**config.mk**
```make
export PLATFORM = sky130hd
export DESIGN_NAME = fetch_flat
export DESIGN_NICKNAME = d
export VERILOG_FILES = /design/src/rtl/fetch_pkg.sv /design/src/rtl/fetch_if.sv /design/src/rtl/fetch_skid.sv /design/src/rtl/fetch.sv /design/src/flat_wrapper.sv
export SDC_FILE = /design/constraint.sdc
export NUM_CORES = 1
export LEC_CHECK = 0
export BUFFER_PORTS_ARGS = -buffer_cell sky130_fd_sc_hd__buf_2
export CORE_ASPECT_RATIO = 1.4
export CORE_MARGIN = 2
export CORE_UTILIZATION = 54
export CTS_CLUSTER_DIAMETER = 120
export CTS_CLUSTER_SIZE = 30
export DETAILED_ROUTE_END_ITERATION = 7
export PLACE_DENSITY_LB_ADDON = 0.1
export SYNTH_ARGS = -nofsm -noshare
export SYNTH_HDL_FRONTEND = slang
export SYNTH_SLANG_ARGS = --single-unit
```
**constraint.sdc**
```tcl
create_clock -name clk -period 5.8 [get_ports clk]
set_input_delay 0.58 -clock clk [delete_from_list [all_inputs] [get_ports clk]]
set_output_delay 0.58 -clock clk [all_outputs]
set_load 0.005 [all_outputs]
```
**src/rtl/fetch_pkg.sv**
```systemverilog
// Shared types for the fetch stage: address/word types, the fetch->decode
// bundle, FSM state constants and the default reset PC.
package fetch_pkg;

    typedef logic [63:0] word_t;
    typedef word_t       addr_t;
    typedef logic [31:0] u32;

    localparam addr_t PC_RESET_DEFAULT = 64'h8000_0000;

    typedef logic [1:0] fetch_state_t;

    localparam fetch_state_t S_IDLE = 2'd0;
    localparam fetch_state_t S_REQ  = 2'd1;
    localparam fetch_state_t S_BUF  = 2'd2;

    typedef struct packed {
        word_t pc;
        u32    raw_instr;
        logic  en;
    } fetch_data_t;

endpackage

```
**src/rtl/fetch_if.sv**
```systemverilog
// Instruction bus between fetch (master) and instruction memory (slave).
// Ports: ireq_valid/ireq_addr (request), iresp_data_ok/iresp_data (response).
interface fetch_if;
    import fetch_pkg::*;

    logic  ireq_valid;
    addr_t ireq_addr;
    logic  iresp_data_ok;
    u32    iresp_data;

    modport master (
        output ireq_valid,
        output ireq_addr,
        input  iresp_data_ok,
        input  iresp_data
    );

    modport slave (
        input  ireq_valid,
        input  ireq_addr,
        output iresp_data_ok,
        output iresp_data
    );

endinterface

```
**src/rtl/fetch_skid.sv**
```systemverilog
// One-entry hold buffer for an instruction that decode could not take.
// Ports: clk, reset, load_i/clear_i/flush_i controls, data_i in, data_o/valid_o out.
module fetch_skid
    import fetch_pkg::*;
(
    input  logic clk,
    input  logic reset,
    input  logic load_i,
    input  logic clear_i,
    input  logic flush_i,
    input  u32   data_i,
    output u32   data_o,
    output logic valid_o
);

    u32   data_q;
    logic valid_q;

    always_ff @(posedge clk or posedge reset) begin
        if (reset) begin
            data_q  <= '0;
            valid_q <= 1'b0;
        end else if (flush_i) begin
            data_q  <= '0;
            valid_q <= 1'b0;
        end else if (load_i) begin
            data_q  <= data_i;
            valid_q <= 1'b1;
        end else if (clear_i) begin
            valid_q <= 1'b0;
        end
    end

    assign data_o  = data_q;
    assign valid_o = valid_q;

endmodule

```
**src/rtl/fetch.sv**
```systemverilog
// Instruction-fetch stage: owns the PC, one outstanding bus request,
// zero-bubble delivery, stall hold buffer and redirect handling.
// Ports: clk, reset, stall, redirect_valid/redirect_pc, ibus (master), dataF.
module fetch
    import fetch_pkg::*;
#(
    parameter addr_t PC_RESET = PC_RESET_DEFAULT
) (
    input  logic        clk,
    input  logic        reset,
    input  logic        stall,
    input  logic        redirect_valid,
    input  addr_t       redirect_pc,
    fetch_if.master     ibus,
    output fetch_data_t dataF
);

    fetch_state_t state_q, state_d;
    addr_t        pc_q, pc_d;
    addr_t        tgt_q, tgt_d;
    logic         drop_q, drop_d;

    logic skid_load, skid_clear, skid_flush;
    logic skid_valid;
    u32   skid_data;

    logic req;
    logic en;
    u32   instr;

    fetch_skid u_skid (
        .clk     (clk),
        .reset   (reset),
        .load_i  (skid_load),
        .clear_i (skid_clear),
        .flush_i (skid_flush),
        .data_i  (ibus.iresp_data),
        .data_o  (skid_data),
        .valid_o (skid_valid)
    );

    always_comb begin
        state_d    = state_q;
        pc_d       = pc_q;
        tgt_d      = tgt_q;
        drop_d     = drop_q;
        skid_load  = 1'b0;
        skid_clear = 1'b0;
        skid_flush = 1'b0;
        req        = 1'b0;
        en         = 1'b0;
        instr      = '0;
        unique case (state_q)
            S_IDLE: begin
                state_d = S_REQ;
                if (redirect_valid) pc_d = redirect_pc;
            end
            S_REQ: begin
                req = 1'b1;
                if (drop_q) begin
                    // Address must stay stable, so redirects only retarget.
                    if (redirect_valid) tgt_d = redirect_pc;
                    if (ibus.iresp_data_ok) begin
                        drop_d = 1'b0;
                        pc_d   = redirect_valid ? redirect_pc : tgt_q;
                    end
                end else if (redirect_valid) begin
                    if (ibus.iresp_data_ok) begin
                        pc_d = redirect_pc;
                    end else begin
                        drop_d = 1'b1;
                        tgt_d  = redirect_pc;
                    end
                end else if (ibus.iresp_data_ok) begin
                    en    = 1'b1;
                    instr = ibus.iresp_data;
                    if (stall) begin
                        skid_load = 1'b1;
                        state_d   = S_BUF;
                    end else begin
                        pc_d = pc_q + 64'd4;
                    end
                end
            end
            S_BUF: begin
                if (redirect_valid) begin
                    skid_flush = 1'b1;
                    pc_d       = redirect_pc;
                    state_d    = S_REQ;
                end else begin
                    en    = skid_valid;
                    instr = skid_data;
                    if (!stall) begin
                        skid_clear = 1'b1;
                        pc_d       = pc_q + 64'd4;
                        state_d    = S_REQ;
                    end
                end
            end
            default: state_d = S_IDLE;
        endcase
    end

    always_ff @(posedge clk or posedge reset) begin
        if (reset) begin
            state_q <= S_IDLE;
            pc_q    <= PC_RESET;
            tgt_q   <= '0;
            drop_q  <= 1'b0;
        end else begin
            state_q <= state_d;
            pc_q    <= pc_d;
            tgt_q   <= tgt_d;
            drop_q  <= drop_d;
        end
    end

    assign ibus.ireq_valid = req;
    assign ibus.ireq_addr  = pc_q;
    assign dataF.pc        = pc_q;
    assign dataF.raw_instr = instr;
    assign dataF.en        = en;

endmodule
```
**src/flat_wrapper.sv**
```systemverilog
// flat-port wrapper written by rule: the top's interface ports become plain ports
module fetch_flat import fetch_pkg::*;
#(
    parameter addr_t PC_RESET = PC_RESET_DEFAULT
)
  (clk, reset, stall, redirect_valid, redirect_pc, dataF, ibus_ireq_valid, ibus_ireq_addr, ibus_iresp_data_ok, ibus_iresp_data);
  fetch_if ibus_i ();
  input  logic clk;
  input  logic reset;
  input  logic stall;
  input  logic redirect_valid;
  input  addr_t redirect_pc;
  output fetch_data_t dataF;
  output wire logic [$bits(ibus_i.ireq_valid)-1:0] ibus_ireq_valid;
  output wire logic [$bits(ibus_i.ireq_addr)-1:0] ibus_ireq_addr;
  input wire logic [$bits(ibus_i.iresp_data_ok)-1:0] ibus_iresp_data_ok;
  input wire logic [$bits(ibus_i.iresp_data)-1:0] ibus_iresp_data;
  assign ibus_ireq_valid = ibus_i.ireq_valid;
  assign ibus_ireq_addr = ibus_i.ireq_addr;
  assign ibus_i.iresp_data_ok = ibus_iresp_data_ok;
  assign ibus_i.iresp_data = ibus_iresp_data;
  fetch #(.PC_RESET(PC_RESET)) u_core (.clk(clk), .reset(reset), .stall(stall), .redirect_valid(redirect_valid), .redirect_pc(redirect_pc), .ibus(ibus_i), .dataF(dataF));
endmodule
```
## Yosys cells after proc, flatten, opt, wreduce, memory -nomap -nowiden

Cells that the tools add are included.

| cells by class | value |
|---|---|
| reductions and logical operators | 8 |
| add/sub/neg operators | 1 |
| equality and inequality tests | 9 |
| muxes and demuxes | 49 |

Operators with widths:

| operator | number |
|---|---|
| $mux W64 | 12 |
| $mux W32 | 6 |
| $pmux W64 S3 | 1 |
| $add A64 B3 Y64 const B | 1 |
| $pmux W32 S2 | 1 |
| $mux W1 | 21 |
| $mux W2 | 6 |
| $ne A2 B2 Y1 const B | 5 |
| $pmux W2 S3 | 1 |
| $reduce_and A3 Y1 | 2 |
| $reduce_bool A3 Y1 | 2 |
| $reduce_and A5 Y1 | 1 |
| $reduce_bool A2 Y1 | 2 |
| $ne A3 B3 Y1 const B | 1 |
| $eq A2 B1 Y1 const B | 1 |
| $eq A2 B2 Y1 const B | 1 |
| $logic_not A2 Y1 | 1 |
| $ne A2 B1 Y1 const B | 1 |
| $pmux W1 S2 | 1 |

| word-level totals | value |
|---|---|
| bits in registers | 164 |
| logic and storage cells | 73 |
| input port bits | 101 |

## Longest topological paths before layout

Gate-level depths: netlist (run 1).

| logic depth | value |
|---|---|
| word-level depth | 7 |
| mapped depth | 10 |
| depth with buffers taken out | 8 |

## Cells and area by module

A second synthesis (run 1) with hierarchy kept.

| unflattened totals | value |
|---|---|
| cells, all modules | 1226 |
| area, all modules | 10862.9 µm² |

Modules (own cells, without submodules):

| module | area an instance (µm²) | seq. area each (µm²) | cells an instance | instances |
|---|---|---|---|---|
| fetch | 9489.1 | 3279.4 | 1117 | 1 |
| fetch_skid | 1373.8 | 825.8 | 109 | 1 |

## Worst setup path before layout (run 1)

Ideal clock, no wire load.

| timing | value |
|---|---|
| kind | in2out |
| start point | input port redirect_valid |
| end point | output port dataF[10] (netlist bit) |
| buffers on the path | 4 |
| stages | 7 |
| data required time | 5.220 ns |
| arrival | 1.778 ns |
| setup slack | 3.442 ns |
| path through | buf_2 > buf_1 > nor2b_1 > clkbuf_1 > clkbuf_1 > a22oi_1 > nor2_1 |

RTL lines:

| element | line | RTL |
|---|---|---|
| start, declared | flat_wrapper.sv:11 | `input logic redirect_valid;` |
| end, declared | flat_wrapper.sv:13 | `output fetch_data_t dataF;` |

## Worst setup path in the final report (run 1)

| timing | value |
|---|---|
| start point | register u_core.state_q[1] |
| end point | register u_core.pc_q, in the netlist u_core.ibus.ireq_addr[20] |

| on the way | value |
|---|---|
| cells in the longest elaborated chain, start to end | 3 |
| elaborated cells on any way between the ends | 8 |
| classes of those cells | eq/ne: 4; mux: 1; reduce/logical: 3 |

RTL lines:

| element | line | RTL |
|---|---|---|
| start, declared | fetch.sv:18 | `fetch_state_t state_q, state_d;` |
| start signal, assigned | fetch.sv:111 | `state_q <= state_d;` |
| $eq A2 B1 Y1, or another cell as far along | fetch.sv:53 | `unique case (state_q)` |
| $ne A2 B2 Y1 (no source line) or $reduce_bool A3 Y1 (tied branches) | -- |  |
| $reduce_and A3 Y1 (no source line) | -- |  |
| end signal, assigned | fetch.sv:112 | `pc_q <= pc_d;` |
| end, declared | fetch.sv:19 | `addr_t pc_q, pc_d;` |

Several ways; a longest one is shown, not always the timed one.
A chain may end at the register's enable or synchronous reset.

==> metrics.md, run 1 <==
| Metric | Value |
|---|---|
| Worst Setup Slack post-DPL | 2.506 ns |
| Number of clock sinks | 164 |
| Global-route wire length before repair | 51,050 um |
| Final worst path period need | 3.260 ns |
| Number of maximum-capacitance constraint violations | 0 |
| Max frequency | 306.8 MHz |
| Weighted congestion reported at the end of routability-driven placement | 0.9016 |
| Count of flip-flops with a built-in enable after synthesis | 0 |
| Clk Tree Root Cell | clkbuf_16 |
| Flops & latches, synth | 164 |
| Clock-pin slew on the worst setup and hold paths | 0.06 ns |
| Maximum number of pins on one net before global-route repair | 70 |
| Count of distinct cell types in the synthesized netlist | 72 |
| Number of nets produced by synthesis | 1,201 |
| Routed vias | 9,661 |
| CTS hold repair buffers | 0 |
| Clock tree from TritonCTS | yes |
| Non-filler cells, final | 1,504 |
| Crit path launch type | flop |
| Antenna cells | 0 |
| Final worst setup slack | 2.540 ns |
| Final count of hold timing violations | 0 |
| Final-report max-slew violation count | 0 |
| Number of buffers added by the clock tree synthesis step | 17 |
| Share of synthesized flip-flops with an asynchronous set or reset | 100.0% |
| Period Utilization, post-route | 56.20% |
| Dpl hpwl | 21,960 um |
| DR pass1 iterations | 5 |
| Maximum fanout along the worst path | 25 |
| Starting density of the core | 55.10% |
| Synthesized area | 0.01021 mm^2 |
| DRC violations left | 0 |
| Worst Clk Skew | 0.01123 ns |
| Combined flip-flop and latch cell area | 0.004105 mm^2 |
| Detailed-route wire length per cell | 21.46 um |
| Cell with the most instances after synthesis | dfrtp_1 |
| Synthesis-to-layout area growth | 15.12% |
| Clock H-tree levels | 4 |
| Cell area after placement | 0.01120 mm^2 |
| Library cell occupying the most area in the post-synthesis netlist | dfrtp_1 |
| Rel. slew slack | 25.11% |
| Number of post-CTS setup repair buffers | 0 |
| Internal reg-to-reg setup slack | 2.54 ns |
| Die Ht | 166.7 um |
| Routed WL | 32,280 um |
| Unrepaired setup endpoints after global routing | false |
| Number of inserted filler cells in the final layout | 1,638 |
| Initial antenna violation count | 0 |
| Arrival time reported for the critical path endpoint | 3.60 ns |
| Crit Path Class | flop to flop |
| Clock insertion delay at the later pin of the skew report | 0.44 ns |
| Antenna-violating nets left | 0 |
| Sequential element share of the synthesized area | 40.21% |
| PostCTS Resize Cnt | 0 |
| Crit. End Element | flop |
| Cell area after layout | 0.01175 mm^2 |
| Vias in the first global route | 9,499 |
| Synthesized instance count | 1,095 |
| Die Area | 0.02004 mm^2 |
| Total global routing overflow | 0 |
| Standard cell core area | 0.01853 mm^2 |
| Most frequent cells after synthesis | dfrtp_1 (163), nor2_1 (98), o21ai_0 (79) |
| DR vias/cell | 6.424 |
| Synthesis warning total | 0 |
| GR Util All Layers | 32.25% |
| P per Cell Area | 605.3 mW/mm^2 |
| Total number of placement rows | 59 |
| Buffers from clock root to sink, at most | 2 |
| Least-Margin Pin Slew | 1.123 ns |
| Setup violators final | 0 |
| Count of buffers from port buffering | 262 |
| Data required time of the worst path | 6.14 ns |
| Final net count | 1,354 |
| Status | complete, no violations |
| Worst-case vdd ir drop | 263.2 uV |
| Proportion of layout cells with a drive suffix above 1 | 33.33% |
| Synth area leaders | dfrtp_1 (40%), mux2_2 (8.3%), buf_4 (4.9%), o21ai_0 (3.9%), nor2_1 (3.6%) |
| Synthesized area per cell | 9.324 um^2 |
| Count of routing violations after the opening detailed-route iteration | 852 |
| Placed cell count | 1,473 |
| P_leak | 5.153 nW |
| Number of primary I/O pins | 263 |
| Setup TNS | 0 ns |
| Chip width | 120.2 um |
| Class of the tightest hold or removal check | primary input to async pin |
| Primary FF master, synth | dfrtp_1 |
| Yosys top cell area share | 39.95% |
| Footprint of the multi-input gates | 0.005246 mm^2 |
| Total power draw | 7.115 mW |
## flip-flops by register name, indices dropped and copies added, names as in the netlist
register / cells
u_core.ibus.ireq_addr: 64
u_core.tgt_q: 64
u_core.u_skid.data_o: 32
u_core.state_q: 2
u_core.drop_q: 1
u_core.u_skid.valid_o: 1
## cells by family after synthesis
logic type | Yosys count | share of synthesized area, %
DFF | 164 | 40.21
and+or+nand+nor | 296 | 15.33
AOI/OAI and AO/OA | 344 | 22.99
buffers and inverters | 167 | 8.652
adders and majority gates | 5 | 0.6127
xor gates and xnor gates | 31 | 2.659
muxes | 88 | 9.547
## stage by stage
stage	hold slack (ns)	util (%)
floorplan	0.4668	-
global placement	0.4834	60.44
detailed placement	0.4821	60.44
CTS	0.2574	63.43
global route	0.3016	63.43
finish	0.2440	63.43
## worst paths after layout
path / from / end / depth (start not counted)
worst max-delay path: u_core.state_q[1] / u_core.ibus.ireq_addr[20] / 9
worst min-delay path: reset / u_core.ibus.ireq_addr[5] / 2
worst max register to register: u_core.state_q[1] / u_core.ibus.ireq_addr[20] / 9
worst min register to register: u_core.tgt_q[13] / u_core.tgt_q[13] / 1
max in group asynchronous: reset / u_core.ibus.ireq_addr[34] / 3
min in group clk: ibus_iresp_data_ok / u_core.drop_q / 2
## critical path, cell delays in order (launching register included)
cell and delay, ns:
dfrtp_1 0.39, inv_1 0.08, ha_1 0.82, mux2_2 0.31, nand2_2 0.35, buf_4 0.39
nor2_1 0.32, o21ai_0 0.19, o22a_1 0.21, o211ai_1 0.10
## where the power goes
| part | total [mW] | switching [mW] | leakage (nW) | internal, mW |
|---|---|---|---|---|
| Sequential | 2.45 | 0.699 | 2.00 | 1.75 |
| Clock | 1.09 | 0.464 | 0.269 | 0.622 |
| Combinational | 3.58 | 2.03 | 2.88 | 1.54 |
## cell type report
type | instances | share of cell area [%]
clock buffers | 23 | 4.066
clock inverters | 8 | 0.6600
inverters | 18 | 0.6174
multi-input cells | 764 | 44.63
flip-flops and latches | 164 | 34.93
well taps | 244 | 2.597
repair buffers | 283 | 12.50
## metal layers
metal  routed length, um  up-vias  track usage (%)
li1                    -     4316                -
met2               16430      490            55.16
met1               12480     4762            39.76
met5                   0        -                0
met4                1159        0            14.16
met3                2217       93            5.616
## layout by cell type (no fill, tap or decap), types with 9 or more instances in the layout
| master | count |
|---|---|
| buf_4 | 21 |
| nand4_1 | 14 |
| buf_2 | 262 |
| a31oi_1 | 10 |
| a22o_1 | 35 |
| xnor2_1 | 22 |
| nor4_1 | 9 |
| and3_1 | 14 |
| nand2_1 | 46 |
| a221oi_1 | 31 |
| o21ai_0 | 79 |
| a22oi_1 | 44 |
| mux2_2 | 75 |
| mux2i_1 | 13 |
| a21oi_1 | 61 |
| o21a_1 | 11 |
| nor3_1 | 17 |
| nor2_1 | 98 |
| inv_1 | 17 |
| or3_1 | 19 |
| o211ai_1 | 9 |
| dfrtp_1 | 163 |
| clkbuf_16 | 17 |
| nand3_1 | 29 |
| xor2_1 | 9 |
No activity file was read; power rests on OpenSTA's default activity.
==> run 2: changes to the inputs <==
CORE_UTILIZATION = 49   (was 54)
clock period = 2.9 ns   (was 5.8 ns; I/O delays follow)
==> metrics.md, run 2 (same netlist as run 1, synthesis figures left out) <==
| Metric | Value |
|---|---|
| Initial antenna violation count | 1 (+1) |
| Crit Path Class | flop to primary output |
| Cell area after layout | 0.01222 mm^2 (+3.9%) |
| Total power draw | 14.98 mW (+110%) |
| Clock tree from TritonCTS | yes |
| Total number of placement rows | 62 (+5.1%) |
| Class of the tightest hold or removal check | primary input to async pin |
| Die Ht | 174.8 um (+4.9%) |
| Count of buffers from port buffering | 262 (unchanged) |
| Final-report max-slew violation count | 0 (unchanged) |
| Worst Clk Skew | 0.01096 ns (-0.0002759 ns) |
| Status | complete, no violations |
| Rel. slew slack | 44.15% (+19 points) |
| Synthesis-to-layout area growth | 19.64% |
| DRC violations left | 0 (unchanged) |
| DR vias/cell | 6.279 (-2.2%) |
| Data required time of the worst path | 2.61 ns (-3.53 ns) |
| Clock H-tree levels | 4 (unchanged) |
| PostCTS Resize Cnt | 0 (unchanged) |
| P per Cell Area | 1226 mW/mm^2 (+100%) |
| Setup violators final | 0 (unchanged) |
| Routed WL | 34,200 um (+5.9%) |
| Die Area | 0.02202 mm^2 (+9.9%) |
| Max frequency | 374.5 MHz |
| Arrival time reported for the critical path endpoint | 2.38 ns (-1.22 ns) |
| Final worst setup slack | 0.2300 ns (-2.310 ns) |
| Least-Margin Pin Slew | 0.8359 ns (-0.2875 ns) |
| Number of post-CTS setup repair buffers | 0 (unchanged) |
| GR Util All Layers | 30.70% (-1.5 points) |
| Routed vias | 9,758 (+1.0%) |
| Commonest cells after routing, fill and taps aside | buf_2 (262), dfrtp_1 (163), nor2_1 (98) |
| Number of clock sinks | 164 (unchanged) |
| Total global routing overflow | 0 (unchanged) |
| Crit. End Element | primary output |
| Global-route wire length before repair | 53,210 um (+4.2%) |
| Dpl hpwl | 24,300 um (+11%) |
| Final core utilization | 59.65% (-3.8 points) |
| Worst-case vdd ir drop | 770.1 uV (+190%) |
| Number of primary I/O pins | 263 (unchanged) |
| Clock-pin slew on the worst setup and hold paths | 0.07 ns (about the same) |
| CTS hold repair buffers | 0 (unchanged) |
| Final net count | 1,391 (+2.7%) |
| Unrepaired setup endpoints after global routing | false |
| Number of buffers added by the clock tree synthesis step | 17 (unchanged) |
| P_leak | 5.406 nW (+4.9%) |
| Detailed-route wire length per cell | 22.01 um (+2.5%) |
| Maximum number of pins on one net before global-route repair | 65 (-7.1%) |
| Chip width | 126.0 um (+4.8%) |
| Maximum fanout along the worst path | 34 (+36%) |
| Standard cell core area | 0.02048 mm^2 (+11%) |
| Buffers from clock root to sink, at most | 2 (unchanged) |
| DR pass1 iterations | 6 (+1) |
| Number of maximum-capacitance constraint violations | 0 (unchanged) |
| Antenna cells | 0 (unchanged) |
| Proportion of layout cells with a drive suffix above 1 | 35.52% (+2.2 points) |
| Final worst path period need | 2.670 ns |
| Count of routing violations after the opening detailed-route iteration | 979 (+15%) |
| Starting density of the core | 49.85% (-5.2 points) |
| Cell area after placement | 0.01159 mm^2 (+3.5%) |
| Weighted congestion reported at the end of routability-driven placement | 0.9253 (+2.6%) |
| Worst Reg-to-Reg Cells | 7 (-2) |
| Crit path launch type | flop |
| Most common library cell in the layout ignoring fill and taps | buf_2 |
| Clock insertion delay at the later pin of the skew report | 0.44 ns (about the same) |
| Clk Tree Root Cell | clkbuf_16 |
| Antenna-violating nets left | 0 (unchanged) |
| Number of inserted filler cells in the final layout | 1,890 (+15%) |
| Setup TNS | 0 ns (unchanged) |
| Worst Setup Slack post-DPL | 0.3487 ns (-2.157 ns) |
| Period Utilization, post-route | 92.07% |
| Vias in the first global route | 9,508 (+0.095%) |
| Final count of hold timing violations | 0 (unchanged) |
[run 2: changes by cell type in the layout (fill, tap and decap cells not counted), sizes merged]
cell / delta
clkbuf: -5
bufinv: +2
inv: +7
buf: +37
clkinv: -3
[run 2: critical path, stage by stage, from the launching register on]
cell and delay (ns):
dfrtp_1 0.41, inv_1 0.09, ha_1 0.27, buf_4 0.21, nor3b_4 0.19, buf_4 0.36, a22oi_1 0.15, nor2_1 0.12
buf_2 0.13
[run 2: final timing paths]
kind	start	to	slack, ns
worst max-delay path	u_core.state_q[1]	dataF[17]	0.23
worst min-delay path	reset	u_core.tgt_q[43]	0.003
worst max register to register	u_core.ibus.ireq_addr[20]	u_core.ibus.ireq_addr[63]	0.33
worst min register to register	u_core.u_skid.data_o[16]	u_core.u_skid.data_o[16]	0.50
max in group asynchronous	reset	u_core.ibus.ireq_addr[49]	2.12
min in group clk	ibus_iresp_data_ok	u_core.drop_q	0.06
[run 2: stage by stage]
stage,hold slack [ns],std cells
after floorplan,0.3758,1095
after global placement,0.4813,1522
after detailed placement,0.4835,1522
after CTS,0.03111,1554
after global routing,0.06012,1554
final,0.002834,1554
[run 2: final cells by class]
cell class	count	area (um^2)	area share, %
well taps	256	320.3	2.622
inverters	18	71.32	0.5838
clock buffers	18	439.2	3.595
repair buffers	320	1847	15.12
flip-flops and latches	164	4105	33.61
clock inverters	14	186.4	1.526
multi-input cells	764	5246	42.95
[run 2: layer usage]
layer | wire length (um) | vias up | part of all wire (%) | track usage (%)
met4 | 1719 | 0 | 5.0 | 16.39
met1 | 12990 | 4762 | 38 | 37.47
met5 | 0 | - | 0 | 0
met2 | 17040 | 500 | 50 | 52.06
met3 | 2438 | 95 | 7.1 | 4.807
li1 | - | 4401 | - | -
[run 2: power by group]
group	switching [mW]	internal [mW]
Combinational	4.32	3.41
Sequential	1.29	3.50
Clock	1.05	1.41
==> run 3: changes to the inputs <==
CORE_UTILIZATION = 45   (was 49)
==> metrics.md, run 3 (same netlist as run 1, synthesis figures left out) <==
| Metric | Value |
|---|---|
| Rel. slew slack | 51.61% (+7.5 points) |
| Detailed-route wire length per cell | 21.58 um (-2.0%) |
| Number of buffers added by the clock tree synthesis step | 17 (unchanged) |
| Crit path launch type | flop |
| Unrepaired setup endpoints after global routing | false |
| Number of clock sinks | 164 (unchanged) |
| Period Utilization, post-route | 91.87% (-0.20 points) |
| Worst hold path stage count | 2 |
| Final count of hold timing violations | 0 (unchanged) |
| Count of routing violations after the opening detailed-route iteration | 780 (-20%) |
| Dpl hpwl | 24,450 um (+0.60%) |
| Total global routing overflow | 0 (unchanged) |
| Routed vias | 9,737 (-0.22%) |
| Clock tree from TritonCTS | yes |
| Cell area after layout | 0.01222 mm^2 (about the same) |
| Final-report max-slew violation count | 0 (unchanged) |
| Clk Tree Root Cell | clkbuf_16 |
| GR Util All Layers | 28.35% (-2.4 points) |
| Setup violators final | 0 (unchanged) |
| Maximum number of pins on one net before global-route repair | 91 (+40%) |
| Die Ht | 182.2 um (+4.3%) |
| Commonest cells after routing, fill and taps aside | buf_2 (262), dfrtp_1 (163), nor2_1 (98) |
| DRC violations left | 0 (unchanged) |
| Data required time of the worst path | 2.61 ns (about the same) |
| Number of post-CTS setup repair buffers | 0 (unchanged) |
| Count of buffers from port buffering | 262 (unchanged) |
| Number of maximum-capacitance constraint violations | 0 (unchanged) |
| Weighted congestion reported at the end of routability-driven placement | 0.9097 (-1.7%) |
| Buffers from clock root to sink, at most | 2 (unchanged) |
| Crit Path Class | flop to primary output |
| Setup crit start | u_core.state_q[1] |
| Status | complete, no violations |
| Clock insertion delay at the later pin of the skew report | 0.44 ns (about the same) |
| Synthesis-to-layout area growth | 19.69% (about the same) |
| Clock H-tree levels | 4 (unchanged) |
| Final worst path period need | 2.664 ns (-0.005775 ns) |
| Cell area after placement | 0.01165 mm^2 (+0.53%) |
| Chip width | 131.3 um (+4.2%) |
| DR pass1 iterations | 7 (+1) |
| Internal reg-to-reg setup slack | 0.32 ns (about the same) |
| Number of primary I/O pins | 263 (unchanged) |
| Proportion of layout cells with a drive suffix above 1 | 35.64% (+0.12 points) |
| Starting density of the core | 45.48% (-4.4 points) |
| P per Cell Area | 1210 mW/mm^2 (-1.4%) |
| Global-route wire length before repair | 53,090 um (-0.23%) |
| Least-Margin Pin Slew | 0.7232 ns (-0.1127 ns) |
| Arrival time reported for the critical path endpoint | 2.37 ns (about the same) |
| Worst Reg-to-Reg Cells | 7 (unchanged) |
| Startpoint of the tightest hold check path | ibus_iresp_data_ok |
| Total number of placement rows | 65 (+4.8%) |
| Die Area | 0.02393 mm^2 (+8.6%) |
| Crit. End Element | primary output |
| Max frequency | 375.3 MHz (+0.22%) |
| Clock-pin slew on the worst setup and hold paths | 0.07 ns (about the same) |
| Setup TNS | 0 ns (unchanged) |
| Hold endpoint | u_core.drop_q |
| Vias in the first global route | 9,195 (-3.3%) |
| R2r endpoint | u_core.ibus.ireq_addr[63] |
| Worst Clk Skew | 0.01239 ns (+0.001432 ns) |
| Final net count | 1,396 (+0.36%) |
| Antenna-violating nets left | 0 (unchanged) |
| Most common library cell in the layout ignoring fill and taps | buf_2 |
| Origin of the critical flop-to-flop path | u_core.ibus.ireq_addr[20] |
| Maximum fanout along the worst path | 34 (unchanged) |
| Worst-case vdd ir drop | 510.5 uV (-34%) |
| Standard cell core area | 0.02245 mm^2 (+9.6%) |
| DR vias/cell | 6.067 (-3.4%) |
| Routed WL | 34,630 um (+1.3%) |
| Initial antenna violation count | 2 (+1) |
| Class of the tightest hold or removal check | primary input to flop |
| P_leak | 5.371 nW (-0.65%) |
-- run 3: worst max-delay path: stages, from the launching register on --
cell     delay (ns)
dfrtp_1        0.42
inv_1          0.10
ha_1           0.31
buf_4          0.22
nor3b_4        0.21
buf_6          0.29
a22oi_1        0.13
nor2_1         0.13
buf_2          0.13
-- run 3: area by class of cell --
| class | count | area (um^2) |
|---|---|---|
| fillers | 2086 | 10230 |
| multi-input cells | 764 | 5246 |
| flip-flops and latches | 164 | 4105 |
| repair buffers | 325 | 1866 |
| clock buffers | 19 | 452.9 |
| well taps | 301 | 376.6 |
| clock inverters | 12 | 97.59 |
| inverters | 18 | 71.32 |
| diodes | 2 | 5.005 |
-- run 3: where the power goes --
part / total (mW) / switching (mW) / internal (mW) / leakage (nW)
Sequential: 4.73 / 1.23 / 3.50 / 2.00
Combinational: 7.85 / 4.40 / 3.46 / 3.11
Clock: 2.19 / 1.04 / 1.15 / 0.257
-- run 3: worst max-delay path by stage --
stage | end
floorplan | u_core.drop_q
global placement | u_core.ibus.ireq_addr[63]
detailed placement | u_core.ibus.ireq_addr[63]
CTS | dataF[25]
global route | dataF[30]
finish | dataF[25]
-- run 3: what timing repair did --
item	CTS	global route
endpoints found under the hold margin	6	0
hold buffers	1	0
gates resized for setup	0	1
endpoints found under the setup margin	0	1
-- run 3: per-stage QoR --
stage          hold WS [ns]  setup WS [ns]  cells  util, %  power [mW]
3_3_place_gp         0.2449         0.4066   1571    51.91       12.41
4_1_cts             0.04827         0.1475   1603    54.40       14.75
5_1_grt             0.06730        0.07430   1604    54.43       15.74
2_1_floorplan        0.3758         0.5260   1095        -       9.771
6_report            0.06174         0.2358   1605    54.44       14.78
3_5_place_dp         0.2439         0.3832   1571    51.91       12.54
-- run 3: metal layers --
metal / track usage, % / vias to the layer above / wire length, um
li1: - / 4411 / -
met1: 35.14 / 4768 / 13480
met3: 4.528 / 82 / 2390
met2: 48.04 / 476 / 17190
met4: 14.35 / 0 / 1575
met5: 0 / - / 0
